### config.mk
export PLATFORM = sky130hd
export DESIGN_NAME = skipseq
export DESIGN_NICKNAME = d
export VERILOG_FILES = /design/src/rtl/skipseq_pkg.sv /design/src/rtl/skipseq_chan.sv /design/src/rtl/skipseq.sv
export SDC_FILE = /design/constraint.sdc
export NUM_CORES = 1
export LEC_CHECK = 0
export ABC_AREA = 0
export CORE_ASPECT_RATIO = 1.5
export CORE_MARGIN = 2
export CORE_UTILIZATION = 50
export DETAILED_ROUTE_END_ITERATION = 10
export HOLD_SLACK_MARGIN = 0.1
export PLACE_DENSITY_LB_ADDON = 0.25
export SLEW_MARGIN = 20
export SYNTH_ARGS = -nofsm -noshare
export SYNTH_HDL_FRONTEND = slang
export SYNTH_SLANG_ARGS = --single-unit
### constraint.sdc
create_clock -name iCLK -period 2.4 [get_ports iCLK]
set_clock_uncertainty 0.1 [all_clocks]
set_input_delay 0.24 -clock iCLK [delete_from_list [all_inputs] [get_ports iCLK]]
set_output_delay 0.24 -clock iCLK [all_outputs]
set_load 0.02 [all_outputs]
### src/rtl/skipseq_pkg.sv
// Shared constants and width helpers for the skipseq pulse swallower.
package skipseq_pkg;

  localparam int unsigned PHASE0 = 0;

  function automatic int unsigned clog2(input int unsigned v);
    int unsigned r;
    int unsigned x;
    r = 0;
    x = (v > 0) ? v - 1 : 0;
    while (x > 0) begin
      r++;
      x = x >> 1;
    end
    return r;
  endfunction

  // Channel select stays at least one bit wide even for a single channel.
  function automatic int unsigned chw_of(input int unsigned nch);
    return (nch > 1) ? clog2(nch) : 1;
  endfunction

endpackage

### src/rtl/skipseq_chan.sv
// One skip channel: double-buffered mask (shadow/pending/active) and the skip decision.
module skipseq_chan import skipseq_pkg::*; #(
  parameter int unsigned LEN = 16,
  parameter int unsigned LW  = clog2(LEN)
) (
  input  logic           i_clk,
  input  logic           i_rst,
  input  logic           i_wr,
  input  logic           i_wrap,
  input  logic           i_bypass,
  input  logic           i_e,
  input  logic [LEN-1:0] i_mask,
  input  logic [LW-1:0]  i_pos,
  output logic           o_skip,
  output logic           o_committed
);

  logic [LEN-1:0] r_shd;
  logic [LEN-1:0] r_act;
  logic           r_pend;

  // A write landing on the wrap edge goes straight to the active mask.
  always_ff @(negedge i_clk) begin
    if (i_rst) begin
      r_shd  <= '0;
      r_act  <= '0;
      r_pend <= 1'b0;
    end else if (i_wrap) begin
      if (i_bypass) begin
        r_act  <= i_mask;
        r_pend <= 1'b0;
      end else if (r_pend) begin
        r_act  <= r_shd;
        r_pend <= 1'b0;
      end
    end else if (i_wr) begin
      r_shd  <= i_mask;
      r_pend <= 1'b1;
    end
  end

  always_comb begin
    o_committed = i_wrap & (i_bypass | r_pend);
    o_skip      = i_e & r_act[i_pos] & (i_pos != LW'(PHASE0));
  end

endmodule

### src/rtl/skipseq.sv
// Multi-channel clock pulse swallower: phase ring, per-channel skip masks, gated clocks.
module skipseq import skipseq_pkg::*; #(
  parameter int unsigned LEN = 16,
  parameter int unsigned NCH = 2,
  parameter int unsigned LW  = clog2(LEN),
  parameter int unsigned CHW = chw_of(NCH)
) (
  input  logic           iCLK,
  input  logic           RST,
  input  logic           E,
  input  logic [LW-1:0]  PLEN,
  input  logic [LEN-1:0] MASK_IN,
  input  logic [CHW-1:0] CH_SEL,
  input  logic           LD,
  output logic           LD_ACK,
  output logic [NCH-1:0] oCLK,
  output logic [NCH-1:0] oCE,
  output logic           oB0,
  output logic [LW-1:0]  oPOS
);

  logic [LW-1:0]  r_pos;
  logic [LW-1:0]  r_plen;
  logic           r_ack;
  logic [LW-1:0]  w_plen_lim;
  logic           w_wrap;
  logic [NCH-1:0] w_wr;
  logic [NCH-1:0] w_bypass;
  logic [NCH-1:0] w_skip;
  logic [NCH-1:0] w_commit;

  // Ring lengths beyond the mask width would address nonexistent mask bits.
  always_comb begin
    w_plen_lim = PLEN;
    if (32'(PLEN) > LEN - 1) begin
      w_plen_lim = LW'(LEN - 1);
    end
    w_wrap = (r_pos == r_plen);
  end

  always_ff @(negedge iCLK) begin
    if (RST) begin
      r_pos  <= '0;
      r_plen <= w_plen_lim;
      r_ack  <= 1'b0;
    end else begin
      r_pos <= w_wrap ? '0 : r_pos + LW'(1);
      if (w_wrap) begin
        r_plen <= w_plen_lim;
      end
      r_ack <= |w_commit;
    end
  end

  for (genvar c = 0; c < NCH; c++) begin : g_chan
    assign w_wr[c]     = LD && (CH_SEL == CHW'(c));
    assign w_bypass[c] = w_wr[c] & w_wrap;

    skipseq_chan #(
      .LEN (LEN),
      .LW  (LW)
    ) u_chan (
      .i_clk       (iCLK),
      .i_rst       (RST),
      .i_wr        (w_wr[c]),
      .i_wrap      (w_wrap),
      .i_bypass    (w_bypass[c]),
      .i_e         (E),
      .i_mask      (MASK_IN),
      .i_pos       (r_pos),
      .o_skip      (w_skip[c]),
      .o_committed (w_commit[c])
    );
  end

  always_comb begin
    oCLK   = {NCH{iCLK}} & ~w_skip;
    oCE    = ~w_skip;
    oB0    = (r_pos == LW'(PHASE0));
    oPOS   = r_pos;
    LD_ACK = r_ack;
  end

endmodule

# After elaboration in Yosys (flattened, before gate mapping)
# Cells that the tools add are included.
# word_totals
ram_bits,0
latch_bits,0
rom_bits,0
wordCells,49
inputBits,25
memories,0
output_inout_bits,10
regBits,75
# op_classes
n_eq_ne,1
n_bitwise,14
multipliers,0
shifts,0
n_lt_le_gt_ge,1
reduce_logical,13
mux,10
n_div,0
addsub,1
# ops
op,count
2-to-1 mux 16 bit,4
AND 1 bit,8
binary-select mux 1 bit (select 4 bit),2
2-to-1 mux 4 bit,2
AND reduction 2 bit,4
nonzero test 2 bit,3
< comparator 4 x 5 -> 1 bit (second input constant),1
adder 4 x 1 -> 4 bit (second input constant),1
equality test 4 bit,1
zero test 4 bit,1
nonzero test 4 bit,1
OR reduction 2 bit,2
AND 2 bit,1
logical AND 1 bit,2
2-to-1 mux 1 bit,2
NOT 1 bit,2
NOT 2 bit,1
OR 1 bit,2

# Logic depth before layout (Yosys ltp)
# depth
word_depth,6
ltp_mapped,6
ltp_nobuf,6

# Cells and area by module
# From an unflattened synthesis, not the netlist that was laid out.
# unflattened
hier_cells,362
hier_area_um2,3329.4
# modules_own_cells
mod,seq_area_each_um2,cells_each,area_each_um2,instances
skipseq_chan,660.6,162,1455.1,2
skipseq,220.2,38,419.2,1

==> results.toml <==
[run_status]
status = "complete, but fails checks"
violations = "negative setup slack"

[pwr]
ir_worst_vdd_mv = 0.462
p_clk_frac = 0.494
leakagePower_nw = 2.03
p_int_w = 0.00255
comb_power_share = 0.147
cellPowerDensity_nw_per_um2 = 781
p_seq_frac = 0.359
p_sw_w = 0.00125
p_sw_frac = 0.328

[grt]
grt_pass1_vias = 3489
grt_pass1_wl_um = 15700
grt_max_degree = 66
antenna_found_initial = 0
grt_use_total = 0.261
gr-total-overflow = 0

[logic_synthesis]
synth_seq_area_share = 0.434
syn_nets = 429
synth_commonest_cells = "dfxtp_1, mux2i_1, nor2_1"
synthTopCellsByArea = "dfxtp_1, mux2i_1, a21o_1, nand3_1, a21oi_1"
syn_avg_cell_area_um2 = 8.84
synth-edff-count = 4
yosysWarningCount = 0
synth_cell_types = 29
synthMostInstantiatedCell = "dfxtp_1"
synthArstFlopShare = 0
syn_inst = 402
netlist_area_um2 = 3550
ys_seq_elements = 75
synth_ff_type = "dfxtp_1"
netlist.top_cell.by_area = "dfxtp_1"
synth_top_area_share = 0.400

[worst_setup_path]
crit_buf_inv = 2
required_ns = 2.06
crit_chain = "buf_6 -> nand2b_1 -> and3b_2 -> nand3_1 -> o21a_2 -> buf_2"
crit_type = "register to primary output"
arrival_ns = 3.01
ff2ff_path_depth = 7
crit_path_start_kind = "register"
cp_slowest_cell = "dfxtp_4"
slowest_delay_ns = 0.35
cp.depth = 6
startpoint = "oPOS[2]"
endpoint_kind = "primary output"
reg2reg_from = "oPOS[2]"
crit_fanout = 9
critical-path-top-delay-family = "simple AND/OR/NAND/NOR gates"

[timing]
hold_ws_ns = 0.375
fin_setup_tns_ns = -5.66
finalWorstSetupSlack_ns = -0.947
report.final.slew_viol_count = 0
setup_viol = 10
relSlewSlack = 0.601
rsz0062_at_grt = "yes"
hold_viol = 0
tightestPinTransition_ns = 0.598

[routing]
drc = 0
drt_iter0_drc = 248
wl_per_cell_um = 15.6
viasPerCell = 5.66
vias = 3450
first_pass_iters = 5
wl_um = 9530
antenna_left = 0

[hold_path]
min_path_cells = 2
hold_path_startpoint = "g_chan[0].u_chan.r_act[6]"
min_path_type = "register to register"

[die]
num_rows = 37
core_um2 = 6850
dieArea_um2 = 7810
initial_utilization = 0.518
die_w_um = 72.8
die-height_um = 107
pin_count = 35

[finish]
n_antenna_cell = 0
fillers = 540
nNetsFinal = 554
syn_to_final_growth_pct = 37.2
fin_area_um2 = 4870
drive_above_1_share = 0.173

[place]
dpl_cell_area_um2 = 4180
gp_congestion = 0.915
dp_hpwl_um = 5830
portBuffers = 34

[job]
maxCapViolCount = 0

[clock_network]
clk_latency_ns = 0.52
path_clk_slew_ns = 0.03
ctsHoldBuffers = 0
cts_tree = "yes"
-- sequential cells by signal, summed over array words and instances (netlist names) --
name,cells
g_chan.u_chan.r_shd,32
r_plen,4
oPOS,4
g_chan.u_chan.r_pend,2
LD_ACK,1
g_chan.u_chan.r_act,32
-- layout by cell type (no fill, tap or decap), drive strengths merged --
cell | synthesis | final
dlygate4sd2 | 0 | 2
nor3 | 2 | 2
a22oi | 8 | 8
bufinv | 0 | 2
a41oi | 2 | 2
nand2b | 3 | 3
mux2i | 48 | 48
o21ai | 32 | 32
clkinvlp | 0 | 2
xor2 | 1 | 1
nand2 | 37 | 37
edfxtp | 4 | 4
o211a | 2 | 2
inv | 4 | 81
clkdlybuf4s50 | 0 | 21
xnor2 | 5 | 5
nand3 | 34 | 34
a21oi | 32 | 32
dfxtp | 71 | 71
a21o | 32 | 32
and2 | 2 | 2
and3b | 1 | 1
clkbuf | 22 | 13
ha | 2 | 2
nor2 | 42 | 42
nand4 | 1 | 1
nor2b | 3 | 3
buf | 10 | 45
o21a | 2 | 2
-- what timing repair did --
item / 4_1_cts / 5_1_grt
endpoints found under the hold margin: 0 / 0
cloned: 1 / 0
buffers inserted: 4 / 0
pin swaps: 9 / 6
setup endpoints to repair: 74 / 11
resized for setup: 80 / 7
-- per-stage QoR --
step	std cells	worst slack (ns)	total power (W)	util
finish	610	-0.947	0.00380	0.711
global route	610	-1.03	0.00406	0.711
CTS	610	-0.949	0.00384	0.709
detailed placement	511	-0.891	0.00222	0.610
global placement	511	-0.804	0.00221	0.610
floorplan	402	-0.406	0.00196	-
-- cells by family after synthesis --
family | Yosys count | share of synthesized area
flops | 75 | 0.434
fa+ha+maj | 2 | 0.00704
compound gates | 110 | 0.200
buf+inv | 36 | 0.0479
xor+xnor | 6 | 0.0232
simple gates | 125 | 0.153
mux | 48 | 0.135
-- final timing paths --
path                                    end  slack, ns
hold / removal    g_chan[0].u_chan.r_act[6]       0.37
hold reg to reg   g_chan[0].u_chan.r_act[6]       0.37
setup reg to reg  g_chan[1].u_chan.r_act[2]       0.41
setup / recovery                     oCE[1]      -0.95
-- routing by layer --
metal	routed length, µm	track usage	vias to the layer above
met1	3830	0.291	1648
met4	233	0.152	0
li1	-	-	1653
met5	0	0	-
met3	439	0.0949	26
met2	5020	0.418	123
-- worst register-to-register path, delay by kind of cell, from the launching register on --
family	cells	cell delay, ns
flops	1	0.35
compound gates	2	0.32
xor+xnor	1	0.29
buf+inv	3	0.57
simple gates	1	0.23
-- power groups by stage --
stage | Sequential (W) | Combinational (W) | Clock [W]
global placement | 0.00139 | 0.000494 | 0.000330
floorplan | 0.00137 | 0.000320 | 0.000271
finish | 0.00137 | 0.000560 | 0.00188
detailed placement | 0.00139 | 0.000501 | 0.000330
global route | 0.00137 | 0.000601 | 0.00209
CTS | 0.00136 | 0.000551 | 0.00193
-- final cells by class --
type,count,area [µm²],area share
inverters,3,11.3,0.00231
clock buffers,15,201,0.0413
well taps,78,97.6,0.0200
flip-flops and latches,75,1560,0.319
repair buffers,66,714,0.147
clock inverters,82,370,0.0760
multi-input cells,291,1920,0.394
(Power assumes the default switching activity.)
